$ cat src/rtl/spi_master_ctrl.sv
// SPI master for the SPI RAM slave: frames a 10-bit command MSB first on mosi/ss_n
// and, for rd-data commands, captures the returned byte from miso.
module spi_master_ctrl #(
  parameter int unsigned RD_LATENCY = 2,
  parameter int unsigned GAP_CYCLES = 1
) (
  input  logic       clk,
  input  logic       rst_n,
  input  logic       cmd_valid,
  output logic       cmd_ready,
  input  logic [9:0] cmd_word,
  output logic       ss_n,
  output logic       mosi,
  input  logic       miso,
  output logic       rd_valid,
  output logic [7:0] rd_data,
  output logic       busy
);

  typedef enum logic [2:0] {
    ST_IDLE,
    ST_CMD,
    ST_SHIFT,
    ST_WAIT,
    ST_RECV,
    ST_GAP
  } state_t;

  localparam logic [3:0] LAT_LAST = 4'(RD_LATENCY - 1);
  localparam logic [3:0] GAP_LAST = 4'(GAP_CYCLES - 1);

  state_t      state, state_next;
  logic [3:0]  cnt, cnt_next;
  logic [9:0]  shreg;
  logic [7:0]  rx_sh;
  logic        is_read;

  assign cmd_ready = (state == ST_IDLE);
  assign busy      = ~cmd_ready;

  always_comb begin
    state_next = state;
    cnt_next   = cnt;
    case (state)
      ST_IDLE: begin
        if (cmd_valid) begin
          state_next = ST_CMD;
          cnt_next   = '0;
        end
      end
      ST_CMD: begin
        state_next = ST_SHIFT;
        cnt_next   = '0;
      end
      ST_SHIFT: begin
        if (cnt == 4'd9) begin
          cnt_next = '0;
          if (is_read)
            state_next = (RD_LATENCY == 0) ? ST_RECV : ST_WAIT;
          else
            state_next = ST_GAP;
        end else begin
          cnt_next = cnt + 4'd1;
        end
      end
      ST_WAIT: begin
        if (cnt == LAT_LAST) begin
          state_next = ST_RECV;
          cnt_next   = '0;
        end else begin
          cnt_next = cnt + 4'd1;
        end
      end
      ST_RECV: begin
        if (cnt == 4'd7) begin
          state_next = ST_GAP;
          cnt_next   = '0;
        end else begin
          cnt_next = cnt + 4'd1;
        end
      end
      ST_GAP: begin
        if (cnt == GAP_LAST) begin
          state_next = ST_IDLE;
          cnt_next   = '0;
        end else begin
          cnt_next = cnt + 4'd1;
        end
      end
      default: begin
        state_next = ST_IDLE;
        cnt_next   = '0;
      end
    endcase
  end

  // Pin outputs are registered from next-state so they change on the same edge as the FSM.
  always_ff @(posedge clk) begin
    if (!rst_n) begin
      state    <= ST_IDLE;
      cnt      <= '0;
      shreg    <= '0;
      rx_sh    <= '0;
      is_read  <= 1'b0;
      ss_n     <= 1'b1;
      mosi     <= 1'b0;
      rd_valid <= 1'b0;
      rd_data  <= '0;
    end else begin
      state    <= state_next;
      cnt      <= cnt_next;
      ss_n     <= (state_next == ST_IDLE) || (state_next == ST_GAP);
      mosi     <= 1'b0;
      rd_valid <= 1'b0;
      case (state)
        ST_IDLE: begin
          if (cmd_valid) begin
            shreg   <= cmd_word;
            is_read <= &cmd_word[9:8];
            mosi    <= cmd_word[9];
          end
        end
        ST_CMD: mosi <= shreg[9];
        ST_SHIFT: begin
          shreg <= {shreg[8:0], 1'b0};
          if (cnt != 4'd9) mosi <= shreg[8];
        end
        ST_RECV: begin
          rx_sh <= {rx_sh[6:0], miso};
          if (cnt == 4'd7) begin
            rd_data  <= {rx_sh[6:0], miso};
            rd_valid <= 1'b1;
          end
        end
        default: ;
      endcase
    end
  end

endmodule

$ cat config.mk
export PLATFORM = sky130hd
export DESIGN_NAME = spi_master_ctrl
export DESIGN_NICKNAME = d
export VERILOG_FILES = /design/src/rtl/spi_master_ctrl.sv
export SDC_FILE = /design/constraint.sdc
export NUM_CORES = 1
export LEC_CHECK = 0
export ABC_AREA = 1
export CAP_MARGIN = 20
export CELL_PAD_IN_SITES_DETAIL_PLACEMENT = 0
export CELL_PAD_IN_SITES_GLOBAL_PLACEMENT = 1
export CORE_ASPECT_RATIO = 0.75
export CORE_MARGIN = 5
export CORE_UTILIZATION = 41
export DETAILED_ROUTE_END_ITERATION = 16
export PLACE_DENSITY = 0.84
export SYNTH_ARGS = -nofsm -noshare
export SYNTH_HDL_FRONTEND = slang
export SYNTH_SLANG_ARGS = --single-unit
export TNS_END_PERCENT = 5
$ cat constraint.sdc
create_clock -name clk -period 2.4 [get_ports clk]
set_clock_uncertainty 0.1 [all_clocks]
set_input_delay 0.48 -clock clk [delete_from_list [all_inputs] [get_ports clk]]
set_output_delay 0.48 -clock clk [all_outputs]
set_load 0.01 [all_outputs]
# [Yosys cells after proc, flatten, opt, wreduce, memory -nomap -nowiden]
# Cells that the tools add are included.
[word_totals] inputBits=14 ff_bits=36 out_inout_bits=13
[classes] bitwise_logic=1 muxes=19 addsub=1 reduce_logical=10 eq_ne=11
[ops] operator="4-bit 2-to-1 mux" count=5
[ops] operator="10-bit one-hot mux with 2 select lines" count=1
[ops] operator="4-bit one-hot mux with 5 select lines" count=1
[ops] operator="3-bit 2-to-1 mux" count=6
[ops] operator="3-bit one-hot mux with 6 select lines" count=1
[ops] operator="10-bit 2-to-1 mux" count=1
[ops] operator="2-bit AND reduction" count=5
[ops] operator="3-bit == test (second input constant)" count=3
[ops] operator="3-bit by 2-bit == test with 1-bit output (second input constant)" count=2
[ops] operator="3-bit zero test" count=2
[ops] operator="4-bit by 1-bit adder with 4-bit output (second input constant)" count=1
[ops] operator="4-bit by 1-bit == test with 1-bit output (second input constant)" count=1
[ops] operator="4-bit by 3-bit == test with 1-bit output (second input constant)" count=1
[ops] operator="4-bit == test (second input constant)" count=1
[ops] operator="4-bit zero test" count=1
[ops] operator="4-bit inequality test (second input constant)" count=1
[ops] operator="3-bit by 1-bit == test with 1-bit output (second input constant)" count=1
[ops] operator="1-bit 2-to-1 mux" count=3
[ops] operator="1-bit one-hot mux with 3 select lines" count=1
[ops] operator="2-bit inequality test (second input constant)" count=1
[ops] operator="2-bit nonzero test" count=1
[ops] operator="1-bit logical OR" count=1
[ops] operator="1-bit inverter" count=1

# [Longest topological paths before layout]
# Gate-level depths: netlist of the first run.
[depth] word_depth=5 ltp_mapped=10

# [Worst setup path after synthesis of the first run]
# No wires, ideal clock.
[synth_timing] kind="reg-to-reg" from="register cnt[0]" to="register ss_n" synth_period_minus_slack_ps=1458 n_path_buf=0 path_slack_ps=942 path_stages_with_launch=9 arrival_ps=1231 cell_sequence="dfxtp_1 -> ha_1 -> nand3_1 -> nor2_4 -> inv_2 -> nand3_1 -> nor2_1 -> nand3_1 -> nand3_1"
[synth_between] elab_chain_cells=5
[synth_rtl] item="start: declaration" line="33" rtl="logic [3:0] cnt, cnt_next;"
[synth_rtl] item="start signal: assignment" line="111" rtl="cnt <= cnt_next;"
[synth_rtl] item="4-bit by 3-bit == test with 1-bit output, or another cell as far along" line="75" rtl="if (cnt == 4'd7) begin"
[synth_rtl] item="3-bit 2-to-1 mux (on tied branches)"
[synth_rtl] item="3-bit one-hot mux with 6 select lines (*)" line="44" rtl="case (state)"
[synth_rtl] item="3-bit == test / 3-bit zero test (equally long branches)" line="112" rtl="ss_n <= (state_next == ST_IDLE) || (state_next == ST_GAP);"
[synth_rtl] item="1-bit logical OR (*)" line="112"
[synth_rtl] item="end signal: assignment" line="112"
[synth_rtl] item="end: declaration" line="12" rtl="output logic ss_n,"
# Every way passes the cells marked *; elsewhere a longest branch is shown, timed or not.
# A chain may end at the register's enable or synchronous reset.

# [Final worst setup path of the first run]
[layout_timing] from="register state[0]" to="output cmd_ready"
[layout_between] elab_chain_cells=1
[layout_rtl] item="start: declaration" line="32" rtl="state_t state, state_next;"
[layout_rtl] item="start signal: assignment" line="110" rtl="state <= state_next;"
[layout_rtl] item="3-bit zero test" line="38" rtl="assign cmd_ready = (state == ST_IDLE);"
[layout_rtl] item="end: declaration" line="10" rtl="output logic cmd_ready,"
# No other way between the ends.

==> results of run 1 <==
-- cell usage after synthesis, drive strengths merged --
cell type / count / area [µm²]
o21ai: 14 / 70.1
nor3: 3 / 15.0
buf: 4 / 38.8
ha: 3 / 37.5
a21oi: 12 / 63.8
a211oi: 1 / 7.51
nand4: 1 / 6.26
nand3: 21 / 135
a31oi: 5 / 31.3
clkbuf: 2 / 7.51
dfxtp: 36 / 721
o221ai: 4 / 35.0
inv: 23 / 96.4
nor2: 42 / 201
nand2: 49 / 199
-- per-stage QoR --
stage | utilization | instance area, µm² | hold WS (ps)
finish | 0.515 | 2050 | 369
global route | 0.515 | 2050 | 401
CTS | 0.515 | 2050 | 375
detailed placement | 0.493 | 1960 | 363
global placement | 0.493 | 1960 | 358
floorplan | - | 1670 | 335
-- cells by family after synthesis --
| group | after synthesis | synth area share |
|---|---|---|
| AOI/OAI and AO/OA | 36 | 0.125 |
| buffers and inverters | 29 | 0.0857 |
| and+or+nand+nor | 116 | 0.334 |
| adders and majority gates | 3 | 0.0225 |
| DFF | 36 | 0.433 |
-- how the worst min path moves through the flow --
stage,from,depth (start not counted),slack [ps],to
2_1_floorplan,rx_sh[4],2,340,rd_data[5]
3_3_place_gp,shreg[0],2,360,shreg[0]
3_5_place_dp,shreg[0],2,360,shreg[0]
4_1_cts,shreg[0],2,380,shreg[0]
5_1_grt,shreg[0],2,400,shreg[0]
6_report,shreg[0],2,370,shreg[0]
-- flip-flops by register name (all words and copies together) (netlist names) --
name      flops
cnt           4
is_read       1
mosi          1
rd_data       8
rd_valid      1
rx_sh         7
shreg        10
ss_n          1
state         3
-- where the power goes --
part / internal, mW / total (mW) / switching (mW) / leakage (nW)
Clock: 0.202 / 0.430 / 0.228 / 0.0479
Sequential: 0.627 / 0.648 / 0.0212 / 0.293
Combinational: 0.0878 / 0.203 / 0.115 / 0.525
-- metal layers --
metal | vias up | part of all wire | wire, µm | GRT usage
li1 | 782 | - | - | -
met5 | - | 0 | 0 | 0
met3 | 4 | 0.055 | 200 | 0.0439
met1 | 635 | 0.54 | 1940 | 0.201
met4 | 0 | 0.0080 | 29 | 0.0422
met2 | 26 | 0.40 | 1440 | 0.202
-- worst register-to-register path, delay by kind of cell (launching register included) --
family                     cells  cell delay, ps
adders and majority gates      1             230
buffers and inverters          1             130
and+or+nand+nor                6             720
DFF                            1             420
-- layout by cell type, fill, tap and decap left out, drive strengths merged --
cell | netlist | final
a211oi | 1 | 1
a21oi | 12 | 12
a31oi | 5 | 5
buf | 4 | 2
clkbuf | 2 | 5
clkdlybuf4s50 | 0 | 26
clkinv | 0 | 3
dfxtp | 36 | 36
ha | 3 | 3
inv | 23 | 23
nand2 | 49 | 49
nand3 | 21 | 21
nand4 | 1 | 1
nor2 | 42 | 42
nor3 | 3 | 3
o21ai | 14 | 14
o221ai | 4 | 4
-- layout make-up --
type / count / area share
inverters: 23 / 0.0470
repair buffers: 28 / 0.134
flip-flops and latches: 36 / 0.351
clock buffers: 5 / 0.0336
well taps: 55 / 0.0336
clock inverters: 3 / 0.00915
multi-input cells: 155 / 0.391
==> summary.md, run 1 <==
| Metric | Value |
|---|---|
| Outcome | complete, no violations |
| Worst R2R End | ss_n |
| Num ports | 27 |
| Synthesized instance count | 220 |
| Via density | 4.74 |
| Total CTS buffers | 5 |
| Top achievable clock speed | 458 MHz |
| Root buf cell | clkbuf_8 |
| Antenna Violating Nets Remaining | 0 |
| CP bufs+invs | 2 |
| Non-filler instance count after layout | 305 |
| Synth Warn # | 0 |
| DP Worst Slack | 527 ps |
| Final worst-path cycle share | 0.909 |
| Top Family by Delay on Critical Path | buffers and inverters |
| Max Root-Sink Buffers | 2 |
| Crit path capture type | output port |
| CP Launch Point | state[0] |
| Reg2reg start | cnt[0] |
| Synth cell types | 27 |
| Final hold violation count | 0 |
| Initial antenna violation count | 0 |
| Slowest cell on crit path | clkdlybuf4s50_1 |
| Placed insts | 297 |
| Initial DRC Count | 79 |
| Netlist Area Pre-Place | 1670 µm² |
| Mean Syn Cell Area | 7.57 µm² |
| Crit path kind | register to output port |
| Die area | 5450 µm² |
| Worst setup path end | cmd_ready |
| I/O Buffers | 26 |
| WL/cell | 11.8 µm |
| Row count | 20 |
| Core footprint | 3980 µm² |
| DP HPWL | 2.68 mm |
| Peak supply drop | 0.000373 V |
| Mapped Nets | 237 |
| Req. time, crit path | 1820 ps |
| Sequential area share after synthesis | 0.433 |
| Clock sinks | 36 |
| Crit path cell chain | nor2_4, nand2_1, inv_1, clkdlybuf4s50_1 |
| Largest net degree at the start of global routing | 17 |
| Min setup slack post-route | 218 ps |
| Post-CTS Hold Fix Bufs | 0 |
| Final Max Tran Viols | 0 |
| Seq cells post-synth | 36 |
| First-pass GRT wire length | 6.27 mm |
| Minimum clock period | 2180 ps |
| ANT cells | 0 |
| CP max stage delay | 530 ps |
| Unrepaired setup endpoints after global routing | no |
| FILL cells | 394 |
| Die X | 83.6 µm |
| Startpoint Class | register |
| Post-CTS setup buffers | 0 |
| Worst R2R Path Depth | 8 |
| Max cap viols | 0 |
| Critical Path Fanout Max | 6 |
| Worst Hold Class | register to register |
| Least-Margin Pin Slew | 427 ps |
| # DRC | 0 |
| Vias | 1447 |
| Critical path arrival | 1600 ps |
| Setup TNS | 0 ps |
| Final Power | 1.28 mW |
| Layout area overhead | 23.1% |
| Flip-flop and latch area | 721 µm² |
| Starting density of the core | 0.419 |
| PostCTS Resize Cnt | 0 |
| Share of layout cells above drive strength 1 | 0.112 |
| Area of the multi-input gates | 802 µm² |
| Die height | 65.2 µm |
| Gp weighted congestion | 0.810 |
| # setup viols final | 0 |
| Vias in the first global route | 1384 |
| Leakage | 0.866 nW |
| Worst path depth | 4 |
| # H-tree levels | 2 |
| Worst-Skew Late Latency | 290 ps |
| Nets@finish | 266 |
| CTS tree | built |
| Worst-path clk slew | 70 ps |
| Routed wire length | 3.61 mm |
| Grt ovf | 0 |
| Reg-to-reg slack, setup | 710 ps |
| DR pass1 iterations | 4 |
| Total track usage | 0.141 |
| PwrDens | 624 nW/µm² |
| Slew headroom | 0.715 |
No activity file was read; power rests on OpenSTA's default activity.
==> inputs of run 2 (changes only) <==
- SLEW_MARGIN: default -> 25
==> results of run 2 <==
Same layout as run 1: the final DEF is identical, and so are final timing and power.
==> inputs of run 3 (changes only) <==
--- a/config.mk
+++ b/config.mk
@@ -14,2 +14,3 @@
 export CORE_UTILIZATION = 41
+export CTS_CLUSTER_SIZE = 30
 export DETAILED_ROUTE_END_ITERATION = 16
==> constraint.sdc (replaced) <==
create_clock -name clk -period 2.4 [get_ports clk]
set_clock_uncertainty 0.1 [all_clocks]
set_input_delay 0.36 -clock clk [delete_from_list [all_inputs] [get_ports clk]]
set_output_delay 0.36 -clock clk [all_outputs]
set_load 0.01 [all_outputs]
==> run 3 against run 2 <==
  * Combinational power is essentially flat
  * Clock power grew 2%
  * Worst setup slack gained 110 ps
  * Design area grew 0.24%
  * Maximum frequency grew 5.1%
  * Via count grew 1.9%
  * Wire length shrank 1.2%
  * Sequential cell count is the same
  * Non-clock buffer count is the same
==> summary.md, run 3 (same netlist as run 1, synthesis figures left out) <==
| Metric | Value |
|---|---|
| Outcome | complete, no violations (unchanged) |
| Startpoint Class | register (unchanged) |
| Routed wire length | 3.57 mm (was 3.61 mm) |
| First-pass GRT wire length | 6.11 mm (was 6.27 mm) |
| Top achievable clock speed | 482 MHz (was 458 MHz) |
| Clock sinks | 36 (unchanged) |
| Num ports | 27 (unchanged) |
| Vias | 1475 (was 1447) |
| Core footprint | 3980 µm² (unchanged) |
| Initial DRC Count | 92 (was 79) |
| DP HPWL | 2.60 mm (was 2.68 mm) |
| Max Root-Sink Buffers | 2 (unchanged) |
| Fin util | 0.517 (was 0.515) |
| DR pass1 iterations | 4 (unchanged) |
| Via density | 4.84 (was 4.74) |
| Grt ovf | 0 (unchanged) |
| Starting density of the core | 0.419 (unchanged) |
| Worst-Skew Late Latency | 290 ps (about the same) |
| Layout area overhead | 23.4% (was 23.1%) |
| Worst Hold Class | register to register (unchanged) |
| DP Area | 1960 µm² (unchanged) |
| Share of layout cells above drive strength 1 | 0.112 (unchanged) |
| Total track usage | 0.136 (was 0.141) |
| Biggest register | shreg (unchanged) |
| Antenna Violating Nets Remaining | 0 (unchanged) |
| Critical Path Fanout Max | 6 (unchanged) |
| Most frequent cells in the layout | 45 x nand2_1, 36 x nor2_1, 36 x dfxtp_1 (unchanged) |
| Minimum clock period | 2080 ps (was 2180 ps) |
| DP Worst Slack | 633 ps (was 527 ps) |
| Req. time, crit path | 1940 ps (was 1820 ps) |
| Critical path arrival | 1620 ps (was 1600 ps) |
| CTS tree | built (unchanged) |
| Reg2reg start | cnt[0] (unchanged) |
| Min setup slack post-route | 324 ps (was 218 ps) |
| Final hold violation count | 0 (unchanged) |
| Post-CTS setup buffers | 0 (unchanged) |
| Peak supply drop | 0.000381 V (was 0.000373 V) |
| Worst-path clk slew | 80 ps (was 70 ps) |
| Die height | 65.2 µm (unchanged) |
| Final Max Tran Viols | 0 (unchanged) |
| Finished Cell Area | 2060 µm² (was 2050 µm²) |
| Top Registers | shreg: 10 flops, rd_data: 8 flops, rx_sh: 7 flops (unchanged) |
| Slew headroom | 0.707 (was 0.715) |
| Unrepaired setup endpoints after global routing | no (unchanged) |
| Reg-to-reg slack, setup | 690 ps (was 710 ps) |
| Crit path capture type | output port (unchanged) |
| Largest net degree at the start of global routing | 23 (was 17) |
| Worst Hold Launch | shreg[0] (unchanged) |
| Setup TNS | 0 ps (unchanged) |
| Nets@finish | 266 (unchanged) |
| Gp weighted congestion | 0.807 (was 0.810) |
| # H-tree levels | 2 (unchanged) |
| Least-Margin Pin Slew | 438 ps (was 427 ps) |
| Commonest non-fill, non-tap cell in the layout | nand2_1 (unchanged) |
| Post-CTS Hold Fix Bufs | 0 (unchanged) |
| Vias in the first global route | 1273 (was 1384) |
| Max FFs per register | 10 (unchanged) |
| Initial antenna violation count | 0 (unchanged) |
| Total CTS buffers | 5 (unchanged) |
| I/O Buffers | 26 (unchanged) |
| Row count | 20 (unchanged) |
| Final worst-path cycle share | 0.865 (was 0.909) |
| Crit path kind | register to output port (unchanged) |
| WL/cell | 11.7 µm (was 11.8 µm) |
| Root buf cell | clkbuf_8 (unchanged) |
| Leakage | 0.858 nW (was 0.866 nW) |
| Die X | 83.6 µm (unchanged) |
| # DRC | 0 (unchanged) |
| Worst R2R Path Depth | 8 (unchanged) |
| Hold Path Depth | 2 (unchanged) |
| Die area | 5450 µm² (unchanged) |
| Max cap viols | 0 (unchanged) |
| PostCTS Resize Cnt | 0 (unchanged) |
| PwrDens | 627 nW/µm² (was 624 nW/µm²) |
| ANT cells | 0 (unchanged) |
| CP Launch Point | state[0] (unchanged) |
| # setup viols final | 0 (unchanged) |
## run 3: final cells by class
class	count	area (µm²)
Tap cell	55	68.8
Sequential cell	36	721
Inverter	23	96.3
Multi-Input combinational cell	155	802
Clock inverter	3	23.8
Fill cell	405	1920
Timing Repair Buffer	28	275
Clock buffer	5	68.8
## run 3: per-layer routing
metal / share of wire / track usage
met5: 0 / 0
met2: 0.38 / 0.187
met4: 0.0070 / 0.0361
met1: 0.55 / 0.203
met3: 0.063 / 0.0414
## run 3: metrics by stage
step | total power [mW] | std cells | hold slack, ps
final | 1.29 | 305 | 367
after global routing | 1.37 | 305 | 398
after CTS | 1.31 | 305 | 371
after detailed placement | 0.866 | 297 | 359
after global placement | 0.866 | 297 | 354
after floorplan | 0.798 | 220 | 335
## run 3: final timing paths
path                                  end
worst max register to register       ss_n
worst min register to register   shreg[0]
worst max-delay path            cmd_ready
worst min-delay path             shreg[0]
## run 3: power by group
part	switching [mW]	internal, mW	total (mW)
combinational	0.116	0.0878	0.204
sequential	0.0222	0.627	0.649
clock	0.232	0.205	0.437
total	0.370	0.920	1.29
## run 3: critical path, cell delays in order, from the launching register on
cell             delay [ps]
dfxtp_1                 380
nor2_4                  200
nand2_1                 140
inv_1                    80
clkdlybuf4s50_1         530
==> RTL edit: new RTL, settings of run 3 <==
The 6 states of `state_t` get a one-hot encoding in 6 bits.
--- a/src/rtl/spi_master_ctrl.sv
+++ b/src/rtl/spi_master_ctrl.sv
@@ -17,13 +17,13 @@
   output logic       busy
 );
 
-  typedef enum logic [2:0] {
-    ST_IDLE,
-    ST_CMD,
-    ST_SHIFT,
-    ST_WAIT,
-    ST_RECV,
-    ST_GAP
+  typedef enum logic [5:0] {
+    ST_IDLE  = 6'b000001,
+    ST_CMD   = 6'b000010,
+    ST_SHIFT = 6'b000100,
+    ST_WAIT  = 6'b001000,
+    ST_RECV  = 6'b010000,
+    ST_GAP   = 6'b100000
   } state_t;
 
   localparam logic [3:0] LAT_LAST = 4'(RD_LATENCY - 1);
Check against the original RTL: same outputs for any inputs over 10 cycles, from zero or initial values and one cycle with rst_n low; not proved beyond that.
==> RTL edit against run 3 <==
Routed wire length is 19% higher; critical endpoint unchanged; largest power group unchanged; power rose by 18%; sequential cell count is 3 higher; synthesized cell count increased by 27%; largest cell class unchanged; cell area increased by 18%; setup slack lost 0.093 ns; highest routed layer unchanged; area after synthesis up 19%; critical path type unchanged.
==> RTL edit: results (changes against run 3) <==
run status completed; post-synthesis xor/xnor area fraction 0 (unchanged); Worst path top cell family by delay buffers and inverters; Leak 1.066 nW (+24%); initial antenna violation count 0 (unchanged); CTS clk-pin slew, worst paths 0.08 ns (about the same); Post-Layout Cell Count 369 (+21%); layout cells sized above 1 0.1294 (+0.01745); Inserted Diodes 0 (unchanged); Syn Area/Cell 7.096 µm² (-6.3%); Final nets 325 (+22%); met1 Track Usage GR 0.2138 (+0.01075); yosys warns 0 (unchanged); largest net degree at the start of global routing 23 (unchanged); 1st-iter DRT viols 74 (-20%); detailed placement HPWL 3135 µm (+20%); synth unique cells 34 (+26%); mux contribution to synthesized area 0 (unchanged); Placement Setup Slack 0.5530 ns (-0.07958 ns); Min-Delay Path Class reg -> reg; H-tree lvl count 2 (unchanged); DR WL/cell 11.48 µm (-1.9%); Crit Path Max Fanout 4 (-2); highest-delay cell along the critical path clkdlybuf4s50_1; slowest stage delay, CP 0.52 ns; adder-cell area share of the yosys netlist 0.01889 (-0.003648); root buf cell clkbuf_8; met2 usage 0.1932 (+0.006674); CTS Buf Count 5 (unchanged); total track usage 0.1421 (+0.006157); met3 usage in global routing 0.03660 (-0.004755); first-pass GRT wire length 7472 µm (+22%); CP arrival 1.71 ns (+0.09 ns); Max clock buf depth 2 (unchanged); Seq/Total Area, Yosys 0.3929 (-0.03981); Relative slew margins 0.7605 (+0.05304); vias in the first global route 1588 (+25%); Synth Area in Compound Gates 0.1190 (-0.005701); placed cells 361 (+22%); leading register cell type out of synthesis dfxtp_1; peak supply drop 0.4180 mV (+9.6%); Mapped Nets 297 (+25%); DR pass1 iterations 4 (unchanged); Vias per Instance 4.634 (-4.2%); Area contributors post-synth dfxtp_1, nand2_1, nor2_1; Die Width 90.39 µm (+8.1%); clk_lat worst skew 0.29 ns (about the same); Top Registers shreg: 10 flops, rd_data: 8 flops, rx_sh: 7 flops; fraction of registers with async set/reset 0 (unchanged); Post-CTS Setup Bufs 0 (unchanged); CTS resizes 0 (unchanged); commonest cells in the netlist nand2_1, nor2_1, dfxtp_1; GPL Wtd Cong 0.8094 (+0.35%); Buffers on Ports 26 (unchanged)
[RTL edit: cell types whose count changed in the layout (fill, tap and decap cells not counted), sizes merged, moves of 2 or more]
| cell | change |
|---|---|
| o221ai | -4 |
| bufinv | +2 |
| nand4 | +2 |
| nor2 | +26 |
| nand3 | -4 |
| nand2 | +12 |
| dfxtp | +3 |
| a31oi | -4 |
| clkinvlp | -2 |
| o21ai | +10 |
| inv | +12 |
[RTL edit: layout make-up]
type | instances | area [µm²]
Sequential cell | 39 | 780.7
Clock inverter | 3 | 71.32
Multi-Input combinational cell | 198 | 1006
Timing Repair Buffer | 28 | 275.3
Inverter | 36 | 145.1
Tap cell | 60 | 75.07
Fill cell | 512 | 2367
Clock buffer | 5 | 68.82
[RTL edit: kinds of logic (layout without fill, tap and decap cells)]
kind of cell | count (synthesis) | in the layout
flip-flops | 39 | 39
adder cells (fa/ha/maj) | 3 | 3
buffers and inverters | 43 | 72
AO/OA/AOI/OAI | 41 | 41
AND/OR/NAND/NOR | 154 | 154
[RTL edit: layer usage]
metal | vias up | share of wire
met5 | - | 0
met4 | 0 | 0.0050
met3 | 2 | 0.038
met2 | 27 | 0.41
met1 | 739 | 0.55
li1 | 942 | -
[RTL edit: per-stage QoR]
stage | cell area, µm² | hold WS [ns]
2_1_floorplan | 1987 | 0.3361
3_3_place_gp | 2282 | 0.3527
3_5_place_dp | 2282 | 0.3572
4_1_cts | 2422 | 0.3708
5_1_grt | 2422 | 0.3971
6_report | 2422 | 0.3693
[RTL edit: final timing paths]
path                         from                     to  slack [ns]  depth (start not counted)
max           state[3]$_SDFF_PN0_              cmd_ready        0.23                          6
min          is_read$_SDFFE_PN0P_   is_read$_SDFFE_PN0P_        0.37                          2
max reg2reg   state[0]$_SDFF_PN1_  shreg[1]$_SDFFE_PN0P_        0.71                          6
min reg2reg  is_read$_SDFFE_PN0P_   is_read$_SDFFE_PN0P_        0.37                          2
[RTL edit: worst register-to-register path, cell delays in order (launching register included)]
cell and delay [ns]:
dfxtp_1 0.36, nor2_4 0.20, nand3_4 0.26, inv_2 0.29, nor2_2 0.14, o21ai_0 0.18, nor2_1 0.05
[RTL edit: where the power goes]
group          internal [mW]  leakage (nW)  switching (mW)  total [mW]
Combinational         0.0755         0.679          0.0940       0.170
Sequential             0.673         0.317          0.0162       0.689
Clock                  0.422        0.0703           0.247       0.669
Total                   1.17          1.07           0.357        1.53
